==> config.mk <==
export PLATFORM = sky130hd
export DESIGN_NAME = debug_ctrl_flat
export DESIGN_NICKNAME = d
export VERILOG_FILES = /design/src/rtl/debug_pkg.sv /design/src/rtl/debug_ctrl_if.sv /design/src/rtl/debug_trigger.sv /design/src/rtl/debug_ctrl.sv /design/src/flat_wrapper.sv
export SDC_FILE = /design/constraint.sdc
export NUM_CORES = 1
export LEC_CHECK = 0
export ABC_CLOCK_PERIOD_IN_PS = 3300
export BUFFER_PORTS_ARGS = -buffer_cell sky130_fd_sc_hd__buf_2
export CAP_MARGIN = 20
export CORE_MARGIN = 8
export CORE_UTILIZATION = 55
export CTS_CLUSTER_SIZE = 12
export DETAILED_ROUTE_END_ITERATION = 10
export MAX_ROUTING_LAYER = met4
export PLACE_DENSITY = 0.77
export SYNTH_ARGS = -nofsm -noshare
export SYNTH_HDL_FRONTEND = slang
export SYNTH_SLANG_ARGS = --single-unit
==> constraint.sdc <==
create_clock -name clk -period 3.3 [get_ports clk]
set_input_delay 0.66 -clock clk [delete_from_list [all_inputs] [get_ports clk]]
set_output_delay 0.66 -clock clk [all_outputs]
set_load 0.005 [all_outputs]
==> src/rtl/debug_pkg.sv <==
// Shared types and constants for the debug capture sequencer.
package debug_pkg;

  typedef enum logic [2:0] {
    IDLE,
    WAIT_TRIG,
    CAPTURE,
    HEADER,
    FETCH,
    SEND
  } state_t;

  localparam logic [7:0] SYNC0 = 8'hA5;
  localparam logic [7:0] SYNC1 = 8'h5A;

  // Bytes needed to carry one buffer entry, rounded up.
  function automatic int calc_bytes(input int numwords, input int wordlen);
    return (numwords * wordlen + 7) / 8;
  endfunction

endpackage

==> src/rtl/debug_ctrl_if.sv <==
// Buffer-port and byte-stream signals between the sequencer and its neighbours.
interface debug_ctrl_if #(
  parameter int WORDLEN  = 24,
  parameter int NUMWORDS = 2,
  parameter int ADDRW    = 12
);
  logic                        buf_we;
  logic [ADDRW-1:0]            buf_waddr;
  logic [ADDRW-1:0]            buf_raddr;
  logic [NUMWORDS*WORDLEN-1:0] buf_rdata;
  logic [7:0]                  tx_data;
  logic                        tx_valid;
  logic                        tx_ready;

  modport master (
    output buf_we, buf_waddr, buf_raddr, tx_data, tx_valid,
    input  buf_rdata, tx_ready
  );

  modport slave (
    input  buf_we, buf_waddr, buf_raddr, tx_data, tx_valid,
    output buf_rdata, tx_ready
  );
endinterface

==> src/rtl/debug_trigger.sv <==
// Arm edge detector and signed level-crossing trigger for the capture sequencer.
module debug_trigger #(
  parameter int WORDLEN = 24
) (
  input  logic                      clk,
  input  logic                      reset,
  input  logic                      arm,
  input  logic                      idle,
  input  logic                      sampling,
  input  logic                      trig_mode,
  input  logic signed [WORDLEN-1:0] trig_level,
  input  logic                      data_in_valid,
  input  logic signed [WORDLEN-1:0] trig_sample,
  output logic                      arm_rise,
  output logic                      trig_hit
);

  logic                      arm_q;
  logic                      have_prev;
  logic signed [WORDLEN-1:0] prev;
  logic                      crossing;

  assign arm_rise = arm & ~arm_q;

  // NOTE: sequential state uses non-blocking assignments so every register
  // samples the pre-edge values regardless of statement order.
  always_ff @(posedge clk) begin
    if (reset) begin
      arm_q     <= 1'b0;
      prev      <= '0;
      have_prev <= 1'b0;
    end else begin
      arm_q <= arm;
      if (idle && arm_rise) begin
        prev      <= trig_level;
        have_prev <= 1'b0;
      end else if (sampling && data_in_valid) begin
        prev      <= trig_sample;
        have_prev <= 1'b1;
      end
    end
  end

  // The first sample after arming never counts as a crossing.
  assign crossing = have_prev && (prev <= trig_level) && (trig_sample > trig_level);
  assign trig_hit = data_in_valid && (!trig_mode || crossing);

endmodule

==> src/rtl/debug_ctrl.sv <==
// Capture sequencer: trigger, fill the debug buffer, then stream it out as bytes.
module debug_ctrl
  import debug_pkg::*;
#(
  parameter int WORDLEN    = 24,
  parameter int NUMWORDS   = 2,
  parameter int ADDRW      = 12,
  parameter int RD_LATENCY = 2
) (
  input  logic                      clk,
  input  logic                      reset,
  input  logic                      arm,
  input  logic                      trig_mode,
  input  logic signed [WORDLEN-1:0] trig_level,
  input  logic                      data_in_valid,
  input  logic signed [WORDLEN-1:0] trig_sample,
  debug_ctrl_if.master              bus,
  output logic                      busy,
  output logic                      done
);

  localparam int BYTES = calc_bytes(NUMWORDS, WORDLEN);
  localparam int SHW   = BYTES * 8;
  localparam int LATW  = $clog2(RD_LATENCY + 1);
  localparam int BCW   = $clog2(BYTES + 1);
  localparam logic [ADDRW-1:0] LAST_ADDR = '1;

  state_t           state, state_next;
  logic [ADDRW-1:0] waddr, raddr;
  logic [SHW-1:0]   shreg;
  logic [LATW-1:0]  lat_cnt;
  logic [BCW-1:0]   byte_cnt;
  logic             hdr_sel;
  logic             we;
  logic             arm_rise, trig_hit;
  logic             fetch_load, last_byte;

  debug_trigger #(.WORDLEN(WORDLEN)) u_trigger (
    .clk           (clk),
    .reset         (reset),
    .arm           (arm),
    .idle          (state == IDLE),
    .sampling      (state == WAIT_TRIG),
    .trig_mode     (trig_mode),
    .trig_level    (trig_level),
    .data_in_valid (data_in_valid),
    .trig_sample   (trig_sample),
    .arm_rise      (arm_rise),
    .trig_hit      (trig_hit)
  );

  assign fetch_load = (lat_cnt == LATW'(RD_LATENCY));
  assign last_byte  = (byte_cnt == BCW'(BYTES - 1));

  always_ff @(posedge clk) begin
    if (reset) state <= IDLE;
    else       state <= state_next;
  end

  // NOTE: every variable gets a default before the case so no path leaves it
  // unassigned, which would otherwise infer a latch.
  always_comb begin
    state_next = state;
    we         = 1'b0;
    unique case (state)
      IDLE:      if (arm_rise) state_next = WAIT_TRIG;
      WAIT_TRIG: if (trig_hit) begin
        we         = 1'b1;
        state_next = (waddr == LAST_ADDR) ? HEADER : CAPTURE;
      end
      CAPTURE:   if (data_in_valid) begin
        we = 1'b1;
        if (waddr == LAST_ADDR) state_next = HEADER;
      end
      HEADER:    if (bus.tx_ready && hdr_sel) state_next = FETCH;
      FETCH:     if (fetch_load) state_next = SEND;
      SEND:      if (bus.tx_ready && last_byte)
        state_next = (raddr == LAST_ADDR) ? IDLE : FETCH;
      default:   state_next = IDLE;
    endcase
  end

  always_ff @(posedge clk) begin
    if (reset) begin
      waddr    <= '0;
      raddr    <= '0;
      shreg    <= '0;
      lat_cnt  <= '0;
      byte_cnt <= '0;
      hdr_sel  <= 1'b0;
      done     <= 1'b0;
    end else begin
      done <= 1'b0;
      if (state == IDLE && arm_rise) begin
        waddr   <= '0;
        raddr   <= '0;
        hdr_sel <= 1'b0;
      end
      if (we) waddr <= waddr + 1'b1;
      if (state == HEADER && bus.tx_ready) begin
        hdr_sel <= ~hdr_sel;
        if (hdr_sel) begin
          raddr   <= '0;
          lat_cnt <= '0;
        end
      end
      // raddr is held through FETCH; the load lands RD_LATENCY cycles in.
      if (state == FETCH) begin
        if (fetch_load) begin
          shreg    <= SHW'(bus.buf_rdata);
          byte_cnt <= '0;
        end else begin
          lat_cnt <= lat_cnt + 1'b1;
        end
      end
      if (state == SEND && bus.tx_ready) begin
        if (last_byte) begin
          lat_cnt <= '0;
          if (raddr == LAST_ADDR) done  <= 1'b1;
          else                    raddr <= raddr + 1'b1;
        end else begin
          shreg    <= shreg << 8;
          byte_cnt <= byte_cnt + 1'b1;
        end
      end
    end
  end

  assign busy          = (state != IDLE);
  assign bus.buf_we    = we;
  assign bus.buf_waddr = waddr;
  assign bus.buf_raddr = raddr;
  assign bus.tx_valid  = (state == HEADER) || (state == SEND);
  assign bus.tx_data   = (state == HEADER) ? (hdr_sel ? SYNC1 : SYNC0) :
                         (state == SEND)   ? shreg[SHW-1 -: 8] : 8'h00;

endmodule

==> src/flat_wrapper.sv <==
// flat-port wrapper written by rule: the top's interface ports become plain ports
module debug_ctrl_flat import debug_pkg::*;
#(
  parameter int WORDLEN    = 24,
  parameter int NUMWORDS   = 2,
  parameter int ADDRW      = 12,
  parameter int RD_LATENCY = 2
)
  (clk, reset, arm, trig_mode, trig_level, data_in_valid, trig_sample, busy, done, bus_buf_we, bus_buf_waddr, bus_buf_raddr, bus_tx_data, bus_tx_valid, bus_buf_rdata, bus_tx_ready);
  debug_ctrl_if #(.WORDLEN(WORDLEN), .NUMWORDS(NUMWORDS), .ADDRW(ADDRW)) bus_i ();
  input  logic clk;
  input  logic reset;
  input  logic arm;
  input  logic trig_mode;
  input  logic signed [WORDLEN-1:0] trig_level;
  input  logic data_in_valid;
  input  logic signed [WORDLEN-1:0] trig_sample;
  output logic busy;
  output logic done;
  output wire logic [$bits(bus_i.buf_we)-1:0] bus_buf_we;
  output wire logic [$bits(bus_i.buf_waddr)-1:0] bus_buf_waddr;
  output wire logic [$bits(bus_i.buf_raddr)-1:0] bus_buf_raddr;
  output wire logic [$bits(bus_i.tx_data)-1:0] bus_tx_data;
  output wire logic [$bits(bus_i.tx_valid)-1:0] bus_tx_valid;
  input wire logic [$bits(bus_i.buf_rdata)-1:0] bus_buf_rdata;
  input wire logic [$bits(bus_i.tx_ready)-1:0] bus_tx_ready;
  assign bus_buf_we = bus_i.buf_we;
  assign bus_buf_waddr = bus_i.buf_waddr;
  assign bus_buf_raddr = bus_i.buf_raddr;
  assign bus_tx_data = bus_i.tx_data;
  assign bus_tx_valid = bus_i.tx_valid;
  assign bus_i.buf_rdata = bus_buf_rdata;
  assign bus_i.tx_ready = bus_tx_ready;
  debug_ctrl #(.WORDLEN(WORDLEN), .NUMWORDS(NUMWORDS), .ADDRW(ADDRW), .RD_LATENCY(RD_LATENCY)) u_core (.clk(clk), .reset(reset), .arm(arm), .trig_mode(trig_mode), .trig_level(trig_level), .data_in_valid(data_in_valid), .trig_sample(trig_sample), .bus(bus_i), .busy(busy), .done(done));
endmodule
After elaboration in Yosys (flattened, before gate mapping)
Cells that the tools add are included.
{"block": "word_totals", "reg_bits": 108, "input_bits": 102, "elab_cells": 101}
{"block": "op_classes", "addsub": 4, "order_cmp": 2, "eq_ne": 16, "muxes": 43, "bitwise": 5, "n_reduce_logical": 20}
{"op": "$mux W48", "n": 4}
{"op": "$mux W12", "n": 8}
{"op": "$mux W24", "n": 2}
{"op": "$mux W3", "n": 12}
{"op": "$add A12 B1 Y12 const B", "n": 2}
{"op": "$eq A12 B12 Y1 const B", "n": 2}
{"op": "$gt A24 B24 Y1", "n": 1}
{"op": "$le A24 B24 Y1", "n": 1}
{"op": "$mux W8", "n": 3}
{"op": "$pmux W3 S6", "n": 1}
{"op": "$mux W2", "n": 6}
{"op": "$ne A2 B1 Y1 const B", "n": 6}
{"op": "$eq A3 B3 Y1 const B", "n": 3}
{"op": "$logic_and A1 B1 Y1", "n": 9}
{"op": "$reduce_and A7 Y1", "n": 1}
{"op": "$eq A3 B2 Y1 const B", "n": 2}
{"op": "$mux W1", "n": 6}
{"op": "$reduce_bool A2 Y1", "n": 3}
{"op": "$not A1 Y1", "n": 4}
{"op": "$add A3 B1 Y3 const B", "n": 1}
{"op": "$eq A3 B1 Y1 const B", "n": 1}
{"op": "$logic_not A3 Y1", "n": 1}
{"op": "$reduce_bool A3 Y1", "n": 1}
{"op": "$reduce_or A3 Y1", "n": 1}
{"op": "8 further kinds", "n": 9}

Longest topological paths before layout
Gate-level depths: netlist of the first run.
{"block": "depth", "ltp_word": 9, "ltp_mapped": 13, "mapped_depth_nobuf": 12}

By module
Synthesis of the first run repeated with hierarchy kept, for this count alone.
{"block": "hier_totals", "cells_unflattened": 810, "hier_area_um2": 6254.7}
{"mod": "debug_ctrl", "n_inst": 1, "cells_per_inst": 519, "area_each_um2": 4011.3, "seq_area_each_um2": 1641.6}
{"mod": "debug_trigger", "n_inst": 1, "cells_per_inst": 291, "area_each_um2": 2243.4, "seq_area_each_um2": 520.5}

Least setup slack after synthesis of the first run
No wires, ideal clock.
{"block": "synth_timing", "path_kind": "input -> output", "from": "input port trig_level[1]", "to": "output port bus_buf_we", "arrival_time_ns": 2.477, "required_ns": 2.640, "path_slack_ns": 0.163, "cell_stages": 10, "path_cell_list": "inv_1 ha_1 nor2b_1 o211ai_1 a21oi_1 a211o_1 a21oi_1 mux2i_1 nand4_4 a31oi_4"}
{"block": "synth_between", "elab_chain_cells": 7, "elab_cells_between_ends": 8, "classes_between": "2 x order compare; 2 x mux; 4 x reduce/logical"}
{"item": "start, declared", "line_no": "flat_wrapper.sv:15", "source": "input logic signed [WORDLEN-1:0] trig_level;"}
{"item": "$le A24 B24 Y1", "line_no": "debug_trigger.sv:45", "source": "assign crossing = have_prev && (prev <= trig_level) && (trig_sample > trig_level);"}
{"item": "$logic_and A1 B1 Y1", "line_no": "debug_trigger.sv:45"}
{"item": "$logic_and A1 B1 Y1 *", "line_no": "debug_trigger.sv:45"}
{"item": "$logic_or A1 B1 Y1 *", "line_no": "debug_trigger.sv:46", "source": "assign trig_hit = data_in_valid && (!trig_mode || crossing);"}
{"item": "$logic_and A1 B1 Y1 *", "line_no": "debug_trigger.sv:46"}
{"item": "$mux W1 *", "line_no": "debug_ctrl.sv:67", "source": "WAIT_TRIG: if (trig_hit) begin"}
{"item": "$pmux W1 S2 *", "line_no": "debug_ctrl.sv:65", "source": "unique case (state)"}
{"item": "end, declared", "line_no": "flat_wrapper.sv:20", "source": "output wire logic [$bits(bus_i.buf_we)-1:0] bus_buf_we;"}
Mark *: on every way between the ends. The rest lies on a longest branch, timed or not.

Final worst setup path of the first run
Ends and elaborated chain as after synthesis.

==> impl_metrics.env, run 1 <==
export IMPL_design_area_um2=7560
export IMPL_arrival_ns=2.65
export IMPL_yosys_top_cells_count="nand2_1, dfxtp_1, nor2_1"
export IMPL_synthTopCellsByArea="dfxtp_1, ha_1, nand2_1, nor2_1, a311oi_1"
export IMPL_p_per_area_nw_per_um2=471
export IMPL_setup_worst_path_end_class="output pin"
export IMPL_cts_tree="done"
export IMPL_start_kind="input port"
export IMPL_fp_row_count=39
export IMPL_synth_edf_count=0
export IMPL_drt_initial_drc_count=330
export IMPL_grtUsageMet2_pct=36.3
export IMPL_dieArea_um2=15000
export IMPL_final_cells=1046
export IMPL_required_ns=2.64
export IMPL_pre_cts_slack_ns=-0.113
export IMPL_vias=6117
export IMPL_post_synth_num_cell_types=53
export IMPL_path_depth=12
export IMPL_grt_max_degree=52
export IMPL_crit_fanout=2
export IMPL_final_layout_size_suffix_gt1_share_pct=23.8
export IMPL_netlist_area_um2=6240
export IMPL_via_per_inst=5.85
export IMPL_netlist_instances=779
export IMPL_utilization_pct=67.1
export IMPL_crit_path_end="bus_buf_we"
export IMPL_clock_sinks=108
export IMPL_placed_area_um2=7080
export IMPL_die_h_um=123
export IMPL_violations="setup timing"
export IMPL_slew_violations=0
export IMPL_syn_to_final_growth_pct=21.1
export IMPL_final_setup_tns_ns=-0.0119
export IMPL_grt_util_met3_pct=6.12
export IMPL_met1_usage_pct=26.6
export IMPL_drc_errors=0
export IMPL_cts_root_buf="clkbuf_16"
export IMPL_worst_r2r_path_depth=13
export IMPL_gp_congestion=0.898
export IMPL_cpLargestDelayFamily="compound AO/OA/AOI/OAI gates"
export IMPL_routedWlPerCell_um=16.0
export IMPL_synth_nets=933
export IMPL_fmax_ghz=0.302
export IMPL_outcome="complete, but fails checks"
export IMPL_io_buffers=137
export IMPL_ir_drop_v=0.000461
export IMPL_die_w_um=123
export IMPL_path_clk_slew_ns=0.07
export IMPL_diodes=0
export IMPL_first_pass_iters=7
export IMPL_start_util_pct=55.4
export IMPL_grt_busiest_layer="met2"
export IMPL_ff_latch_area_um2=2160
export IMPL_routed_wl_um=16700
export IMPL_hpwl_um=12300
export IMPL_io_pins=138
export IMPL_synthArstFlopShare_pct=0
export IMPL_rr_endpoint="u_core.bus.buf_waddr[9]$_SDFFE_PP0P_"
export IMPL_hp_class="reg -> reg"
export IMPL_antenna_found_initial=0
export IMPL_clock_skew_ns=0.00685
export IMPL_slowest_delay_ns=0.30
export IMPL_rsz0062_at_grt="true"
export IMPL_layout_nets=1052
export IMPL_hold_viol_final=0
export IMPL_yosys_warnings=0
export IMPL_coreArea_um2=11300
export IMPL_crit_chain="buf_8 -> inv_4 -> ha_4 -> nor2b_4 -> o211ai_1 -> a21oi_1 -> a211o_1 -> a21oi_2 -> mux2i_2 -> nand4_4 -> a31oi_4 -> buf_2"
export IMPL_crit_start="trig_level[1]"
export IMPL_clockBufferDepth=2
export IMPL_grt_total_usage_pct=22.5
export IMPL_reg2reg_from="u_core.u_trigger.prev[1]$_SDFFE_PP0P_"
export IMPL_crit_type="in -> out"
export IMPL_synth_top_cell_area_share_pct=34.6
export IMPL_ys_ff_latch=108
export IMPL_cp_buffers_inverters=3
export IMPL_finalCriticalPeriod_ns=3.31
export IMPL_cts_buffers=9
export IMPL_yosysMostFrequentCell="nand2_1"
export IMPL_syn_avg_cell_area_um2=8.01
export IMPL_p_leak_nw=3.25
export IMPL_yosysSeqAreaShare_pct=34.6
export IMPL_finalSetupViolations=1
export IMPL_grt_pass1_wl_um=27000
export IMPL_layout_setup_ws_ns=-0.0119
export IMPL_tightest_slew_ns=0.761
export IMPL_multi_input_area_um2=3960
export IMPL_maxCapViolCount=0
export IMPL_synth_top_cell_by_area="dfxtp_1"
export IMPL_grt_pass1_vias=5914
export IMPL_reg2reg_slack_ns=0.35
export IMPL_numPlacedInstances=1029
export IMPL_gr_total_overflow=0
export IMPL_ant_nets=0
export IMPL_cp_slowest_cell="a211o_1"
export IMPL_fill_cells=948
export IMPL_clock_latency_ns=0.36
export IMPL_relSlewSlack_pct=49.0
export IMPL_htreeDepth=3
export IMPL_finalCritPeriodShare_pct=100
export IMPL_ys_flop_type="dfxtp_1"
## stage by stage
stage / hold slack (ns) / power (mW)
finish: 0.459 / 3.56
global route: 0.473 / 3.76
CTS: 0.461 / 3.53
detailed placement: 0.449 / 2.45
global placement: 0.446 / 2.40
floorplan: 0.437 / 2.17
## report_power, final
part,internal (mW),leakage [nW],switching (mW)
sequential,1.40,0.876,0.0764
combinational,0.454,2.24,0.577
clock,0.543,0.137,0.510
## area by class of cell
type / instances / area share (%)
Clock buffer: 11 / 3.21
Clock inverter: 5 / 0.563
Inverter: 30 / 1.52
Multi-Input combinational cell: 593 / 52.3
Sequential cell: 108 / 28.6
Tap cell: 143 / 2.37
Timing Repair Buffer: 156 / 11.4
## worst reg2reg max path, delay by kind of cell, from the launching register on
kind	cells	cell delay (ns)
compound gates	6	1.36
flops	1	0.39
simple gates	3	0.33
mux	1	0.27
buf+inv	2	0.26
fa+ha+maj	1	0.23
## cell usage in the layout (no fill, tap or decap), types with 3 or more instances in the layout
cell type	synthesis	layout
buf_2	7	136
nand2_1	134	134
dfxtp_1	108	108
nor2_1	103	102
a21oi_1	53	48
ha_1	52	43
a311oi_1	41	41
inv_1	30	27
a211oi_1	27	26
mux2i_1	25	24
nand3_1	20	20
buf_4	0	17
nand4_1	15	15
o21ai_0	15	14
and3_1	12	11
a21boi_0	10	9
ha_4	0	9
clkbuf_16	0	9
nor3_1	9	8
nand2b_1	6	6
nor2b_1	6	5
a21oi_2	0	5
or2_2	5	5
a221o_1	5	5
a31oi_1	4	4
nand4_2	3	3
a21o_1	3	3
a211o_1	3	3
o21a_1	3	3
nand3b_1	3	3
a22oi_1	4	3
nor3b_1	4	3
a22o_1	3	3
inv_6	0	3
## routing by layer
| layer | part of all wire, % | vias to the layer above |
|---|---|---|
| li1 | - | 3024 |
| met1 | 44 | 2850 |
| met2 | 48 | 205 |
| met3 | 6.4 | 38 |
| met4 | 2.2 | 0 |
| met5 | 0 | - |
## how the worst min path moves through the flow
stage	startpoint	endpoint	slack, ns	cells past startpoint
after floorplan	u_core.shreg[0]$_SDFF_PP0_	u_core.shreg[0]$_SDFF_PP0_	0.44	2
after global placement	u_core.shreg[0]$_SDFF_PP0_	u_core.shreg[0]$_SDFF_PP0_	0.45	2
after detailed placement	u_core.shreg[2]$_SDFF_PP0_	u_core.shreg[2]$_SDFF_PP0_	0.45	2
after CTS	u_core.shreg[2]$_SDFF_PP0_	u_core.shreg[2]$_SDFF_PP0_	0.46	2
after global routing	u_core.shreg[2]$_SDFF_PP0_	u_core.shreg[2]$_SDFF_PP0_	0.47	2
final	u_core.shreg[1]$_SDFF_PP0_	u_core.shreg[1]$_SDFF_PP0_	0.46	2
## repair_timing
| item | 4_1_cts | 5_1_grt |
|---|---|---|
| setup buffers | 1 | 0 |
| endpoints found under the hold margin | 0 | 0 |
| gates resized for setup | 3 | 27 |
| pin swaps | 4 | 16 |
| hold buffers | 0 | 0 |
| endpoints found under the setup margin | 1 | 1 |
## flip-flops by register name, indices dropped and copies added, names as in the netlist
name	count
u_core.bus.buf_raddr	12
u_core.bus.buf_waddr	12
u_core.byte_cnt	3
u_core.done	1
u_core.hdr_sel	1
u_core.lat_cnt	2
u_core.shreg	48
u_core.state	3
u_core.u_trigger.arm_q	1
u_core.u_trigger.have_prev	1
u_core.u_trigger.prev	24
## cell families after synthesis
kind of cell | Yosys count | synth area share, %
buffers and inverters | 78 | 4.95
AO/OA/AOI/OAI | 179 | 20.5
XOR/XNOR | 5 | 0.822
adder cells (fa/ha/maj) | 52 | 10.4
flip-flops | 108 | 34.6
AND/OR/NAND/NOR | 331 | 24.5
multiplexers | 26 | 4.19
No activity file was read; power rests on OpenSTA's default activity.
==> inputs of run 2 (changes only) <==
- ABC_CLOCK_PERIOD_IN_PS: 3300 -> 4150
- CORE_UTILIZATION: 55 -> 59
- PLACE_DENSITY: 0.77 -> 0.82
- clock period: 3.3 -> 4.15 ns (I/O delays scaled with it)
==> impl_metrics.env, run 2 (same netlist as run 1, synthesis figures left out) <==
export IMPL_relSlewSlack_pct=40.6
export IMPL_first_pass_iters=5
export IMPL_finalCriticalPeriod_ns=3.94
export IMPL_final_setup_tns_ns=0
export IMPL_start_kind="input port"
export IMPL_layout_nets=1039
export IMPL_hold_viol_final=0
export IMPL_fill_cells=850
export IMPL_hp_class="reg -> reg"
export IMPL_cts_resized_gates=0
export IMPL_holdWs_ns=0.465
export IMPL_finalPower_mw=2.64
export IMPL_routedWlPerCell_um=15.7
export IMPL_die_w_um=119
export IMPL_rr_endpoint="u_core.bus.buf_waddr[4]$_SDFFE_PP0P_"
export IMPL_slew_violations=0
export IMPL_outcome="finished clean"
export IMPL_arrival_ns=3.11
export IMPL_finalCritPeriodShare_pct=94.9
export IMPL_coreArea_um2=10300
export IMPL_clock_latency_ns=0.38
export IMPL_path_clk_slew_ns=0.11
export IMPL_met2_length_um=7770
export IMPL_numPlacedInstances=1010
export IMPL_final_common_cell="buf_2"
export IMPL_worst_r2r_path_depth=11
export IMPL_cts_buffers=9
export IMPL_highest_layer="met4"
export IMPL_p_leak_nw=3.13
export IMPL_reg_largest_list="u_core.shreg (48), u_core.u_trigger.prev (24)"
export IMPL_multi_input_area_um2=3780
export IMPL_gp_congestion=0.911
export IMPL_tightest_slew_ns=0.891
export IMPL_regMostFlops="u_core.shreg"
export IMPL_clockBufferDepth=2
export IMPL_most_common_layout_cells="buf_2, nand2_1, dfxtp_1, nor2_1, a21oi_1"
export IMPL_final_cells=1027
export IMPL_routed_wl_um=16100
export IMPL_die_h_um=119
export IMPL_hpwl_um=12000
export IMPL_cts_root_buf="clkbuf_8"
export IMPL_design_area_um2=7190
export IMPL_ff_latch_area_um2=2160
export IMPL_start_util_pct=60.5
export IMPL_clock_skew_ns=0.0150
export IMPL_maxCapViolCount=0
export IMPL_vias=5994
export IMPL_ant_nets=0
export IMPL_rsz0062_at_grt="false"
export IMPL_io_buffers=137
export IMPL_drt_initial_drc_count=384
export IMPL_crit_fanout=7
export IMPL_pre_cts_slack_ns=0.227
export IMPL_crit_type="in -> out"
export IMPL_ir_drop_v=0.000285
export IMPL_grt_pass1_vias=5946
export IMPL_syn_to_final_growth_pct=15.2
export IMPL_required_ns=3.32
export IMPL_drc_errors=0
export IMPL_utilization_pct=69.7
export IMPL_holdCritStartpoint="u_core.shreg[0]$_SDFF_PP0_"
export IMPL_fmax_ghz=0.254
export IMPL_postCtsSetupBuffers=0
export IMPL_crit_start="trig_level[1]"
export IMPL_reg2reg_from="u_core.u_trigger.prev[1]$_SDFFE_PP0P_"
export IMPL_grt_max_degree=71
export IMPL_setup_worst_path_end_class="output pin"
export IMPL_io_pins=138
export IMPL_finalSetupViolations=0
export IMPL_cts_tree="done"
export IMPL_wl_met3_um=835
export IMPL_fp_row_count=37
export IMPL_wl_met1_um=7260
export IMPL_clock_sinks=108
export IMPL_p_per_area_nw_per_um2=367
export IMPL_ctsHoldBuffers=0
export IMPL_crit_path_end="bus_buf_we"
export IMPL_grt_total_usage_pct=23.2
export IMPL_reg2reg_slack_ns=1.13
export IMPL_antenna_found_initial=1
export IMPL_layout_setup_ws_ns=0.210
export IMPL_htreeDepth=3
export IMPL_gr_total_overflow=0
export IMPL_dieArea_um2=14100
export IMPL_placed_area_um2=6970
export IMPL_grt_pass1_wl_um=27300
export IMPL_via_per_inst=5.84
export IMPL_final_layout_size_suffix_gt1_share_pct=20.1
export IMPL_largest_register_ffs=48
run 2: area by class of cell:
class	count	share of cell area, %
repair buffers	143	10.3
clock buffers	11	1.97
inverters	30	1.57
clock inverters	5	1.15
multi-input cells	593	52.5
diodes	1	0.0348
well taps	136	2.37
flip-flops and latches	108	30.1
run 2: worst min-delay path by stage:
stage,to,slack [ns],cells past startpoint
4_1_cts,u_core.shreg[0]$_SDFF_PP0_,0.47,2
2_1_floorplan,u_core.shreg[0]$_SDFF_PP0_,0.44,2
3_3_place_gp,u_core.shreg[5]$_SDFF_PP0_,0.45,2
5_1_grt,u_core.shreg[4]$_SDFF_PP0_,0.49,2
3_5_place_dp,u_core.shreg[0]$_SDFF_PP0_,0.45,2
6_report,u_core.shreg[0]$_SDFF_PP0_,0.47,2
run 2: report_power, final:
group          total (mW)  switching (mW)  internal, mW
Clock               0.723           0.364         0.359
Combinational       0.726           0.414         0.312
Sequential           1.19          0.0769          1.12
Total                2.64           0.854          1.79
run 2: layer usage:
layer,up-vias,track usage [%]
li1,3005,-
met1,2802,27.1
met2,171,38.6
met3,16,6.38
met4,0,5.85
met5,-,-
run 2: worst max-delay path, stage by stage:
cell,delay [ns]
buf_2,0.09
inv_1,0.05
ha_1,0.30
nor2b_1,0.14
o211ai_1,0.15
a21oi_1,0.10
a211o_1,0.28
a21oi_1,0.16
mux2i_1,0.33
nand4_4,0.18
a31oi_4,0.32
buf_2,0.17
==> inputs of run 3 (changes only) <==
- CORE_UTILIZATION: 59 -> 60
- CTS_BUF_LIST: default -> sky130_fd_sc_hd__clkbuf_4
- PLACE_DENSITY: 0.82 -> 0.83
==> impl_metrics.env, run 3 (same netlist as run 1, synthesis figures left out) <==
export IMPL_outcome="finished clean"
export IMPL_routedWlPerCell_um=15.6
export IMPL_antenna_found_initial=0
export IMPL_finalCriticalPeriod_ns=3.78
export IMPL_met2_length_um=7680
export IMPL_power_net_switching_mw=0.831
export IMPL_p_sw_share_pct=33.7
export IMPL_ant_nets=0
export IMPL_reg2reg_from="u_core.u_trigger.prev[1]$_SDFFE_PP0P_"
export IMPL_drc_errors=0
export IMPL_highest_layer="met4"
export IMPL_die_w_um=118
export IMPL_ctsHoldBuffers=0
export IMPL_crit_chain="buf_2 -> inv_1 -> ha_1 -> nor2b_1 -> o211ai_1 -> a21oi_1 -> a211o_1 -> a21oi_1 -> mux2i_1 -> nand4_4 -> a31oi_4 -> buf_2"
export IMPL_required_ns=3.32
export IMPL_maxCapViolCount=0
export IMPL_numPlacedInstances=1014
export IMPL_cts_tree="done"
export IMPL_fp_row_count=37
export IMPL_coreArea_um2=10200
export IMPL_pre_cts_slack_ns=0.365
export IMPL_clock_latency_ns=0.46
export IMPL_p_clk_share_pct=22.0
export IMPL_cts_buffers=9
export IMPL_syn_to_final_growth_pct=14.5
export IMPL_vias=5994
export IMPL_largest_register_ffs=48
export IMPL_p_comb_share_pct=29.7
export IMPL_wl_met1_um=7100
export IMPL_pwr_share_seq_pct=48.3
export IMPL_cts_resized_gates=0
export IMPL_fill_cells=837
export IMPL_p_leak_nw=3.11
export IMPL_ir_drop_v=0.000187
export IMPL_hpwl_um=12200
export IMPL_cts_root_buf="clkbuf_4"
export IMPL_crit_fanout=3
export IMPL_tightest_slew_ns=0.746
export IMPL_htreeDepth=3
export IMPL_wl_met3_um=950
export IMPL_hold_depth=2
export IMPL_most_common_layout_cells="buf_2, nand2_1, dfxtp_1, nor2_1, a21oi_1"
export IMPL_grt_total_usage_pct=23.3
export IMPL_clock_skew_ns=0.0189
export IMPL_regMostFlops="u_core.shreg"
export IMPL_slew_violations=0
export IMPL_first_pass_iters=5
export IMPL_io_pins=138
export IMPL_crit_path_end="bus_buf_we"
export IMPL_grt_pass1_wl_um=27000
export IMPL_start_util_pct=61.0
export IMPL_crit_type="in -> out"
export IMPL_grt_pass1_vias=5909
export IMPL_postCtsSetupBuffers=0
export IMPL_io_buffers=137
export IMPL_hold_viol_final=0
export IMPL_start_kind="input port"
export IMPL_fmax_ghz=0.265
export IMPL_grt_max_degree=53
export IMPL_routed_wl_um=16100
export IMPL_drt_initial_drc_count=369
export IMPL_setup_worst_path_end_class="output pin"
export IMPL_reg_largest_list="u_core.shreg (48), u_core.u_trigger.prev (24)"
export IMPL_hp_class="reg -> reg"
export IMPL_finalSetupViolations=0
export IMPL_intPower_mw=1.64
export IMPL_path_clk_slew_ns=0.15
export IMPL_finalPower_mw=2.47
export IMPL_gp_congestion=0.911
export IMPL_crit_start="trig_level[1]"
export IMPL_slowest_delay_ns=0.31
export IMPL_arrival_ns=2.95
export IMPL_clockBufferDepth=2
export IMPL_p_per_area_nw_per_um2=345
export IMPL_die_h_um=118
export IMPL_layout_setup_ws_ns=0.370
export IMPL_relSlewSlack_pct=50.1
export IMPL_clock_sinks=108
export IMPL_rsz0062_at_grt="false"
export IMPL_final_setup_tns_ns=0
export IMPL_dieArea_um2=13900
export IMPL_final_cells=1031
export IMPL_final_layout_size_suffix_gt1_share_pct=20.7
export IMPL_gr_total_overflow=0
export IMPL_layout_nets=1044
export IMPL_via_per_inst=5.81
export IMPL_utilization_pct=69.9
export IMPL_final_common_cell="buf_2"
export IMPL_rr_endpoint="u_core.bus.buf_waddr[4]$_SDFFE_PP0P_"
export IMPL_finalCritPeriodShare_pct=91.1
export IMPL_diodes=0
export IMPL_cp_slowest_cell="mux2i_1"
export IMPL_worst_r2r_path_depth=11
export IMPL_reg2reg_slack_ns=1.13
==> run 3: cell count changes in the layout (fill, tap and decap cells not counted) <==
cell / before / now
clkbuf_4: 0 / 12
buf_4: 5 / 9
clkinvlp_4: 0 / 2
buf_6: 0 / 1
inv_6: 1 / 0
bufinv_16: 2 / 1
clkbuf_8: 10 / 0
clkbuf_1: 1 / 0
diode_2: 1 / 0
clkinv_4: 1 / 0
==> run 3: layer usage <==
layer,vias up,track usage (%)
met5,-,-
met1,2780,28.3
met2,185,37.0
met3,26,4.94
met4,0,9.29
li1,3003,-
==> run 3: worst max-delay path: cells and delay by family <==
| kind | cells | cell delay, ns |
|---|---|---|
| compound gates | 5 | 0.91 |
| fa+ha+maj | 1 | 0.30 |
| buf+inv | 3 | 0.28 |
| mux | 1 | 0.31 |
| simple gates | 2 | 0.31 |
==> run 3: per-stage QoR <==
| stage | hold WS [ns] | instance area, µm² |
|---|---|---|
| floorplan | 0.437 | 6240 |
| global placement | 0.447 | 7000 |
| detailed placement | 0.457 | 7000 |
| CTS | 0.477 | 7140 |
| global route | 0.495 | 7150 |
| finish | 0.471 | 7150 |
==> run 3: final cells by class <==
class	instances	area [µm²]	area share [%]
repair buffers	148	785	11.0
clock inverters	4	50.0	0.700
clock buffers	12	90.1	1.26
inverters	30	113	1.58
well taps	136	170	2.38
multi-input cells	593	3780	52.9
flip-flops and latches	108	2160	30.2
==> run 3: worst min path at each step <==
stage | from | end | slack (ns)
global placement | u_core.shreg[1]$_SDFF_PP0_ | u_core.shreg[1]$_SDFF_PP0_ | 0.45
floorplan | u_core.shreg[0]$_SDFF_PP0_ | u_core.shreg[0]$_SDFF_PP0_ | 0.44
global route | u_core.shreg[0]$_SDFF_PP0_ | u_core.shreg[0]$_SDFF_PP0_ | 0.49
finish | u_core.shreg[0]$_SDFF_PP0_ | u_core.shreg[0]$_SDFF_PP0_ | 0.47
detailed placement | u_core.shreg[0]$_SDFF_PP0_ | u_core.shreg[0]$_SDFF_PP0_ | 0.46
CTS | u_core.shreg[0]$_SDFF_PP0_ | u_core.shreg[0]$_SDFF_PP0_ | 0.48
==> run 3: power by group through the flow <==
stage	Combinational, mW	Clock, mW	Sequential [mW]
5_1_grt	0.816	0.601	1.20
2_1_floorplan	0.549	0	1.17
6_report	0.732	0.543	1.19
3_5_place_dp	0.724	0	1.21
4_1_cts	0.730	0.562	1.19
3_3_place_gp	0.692	0	1.21
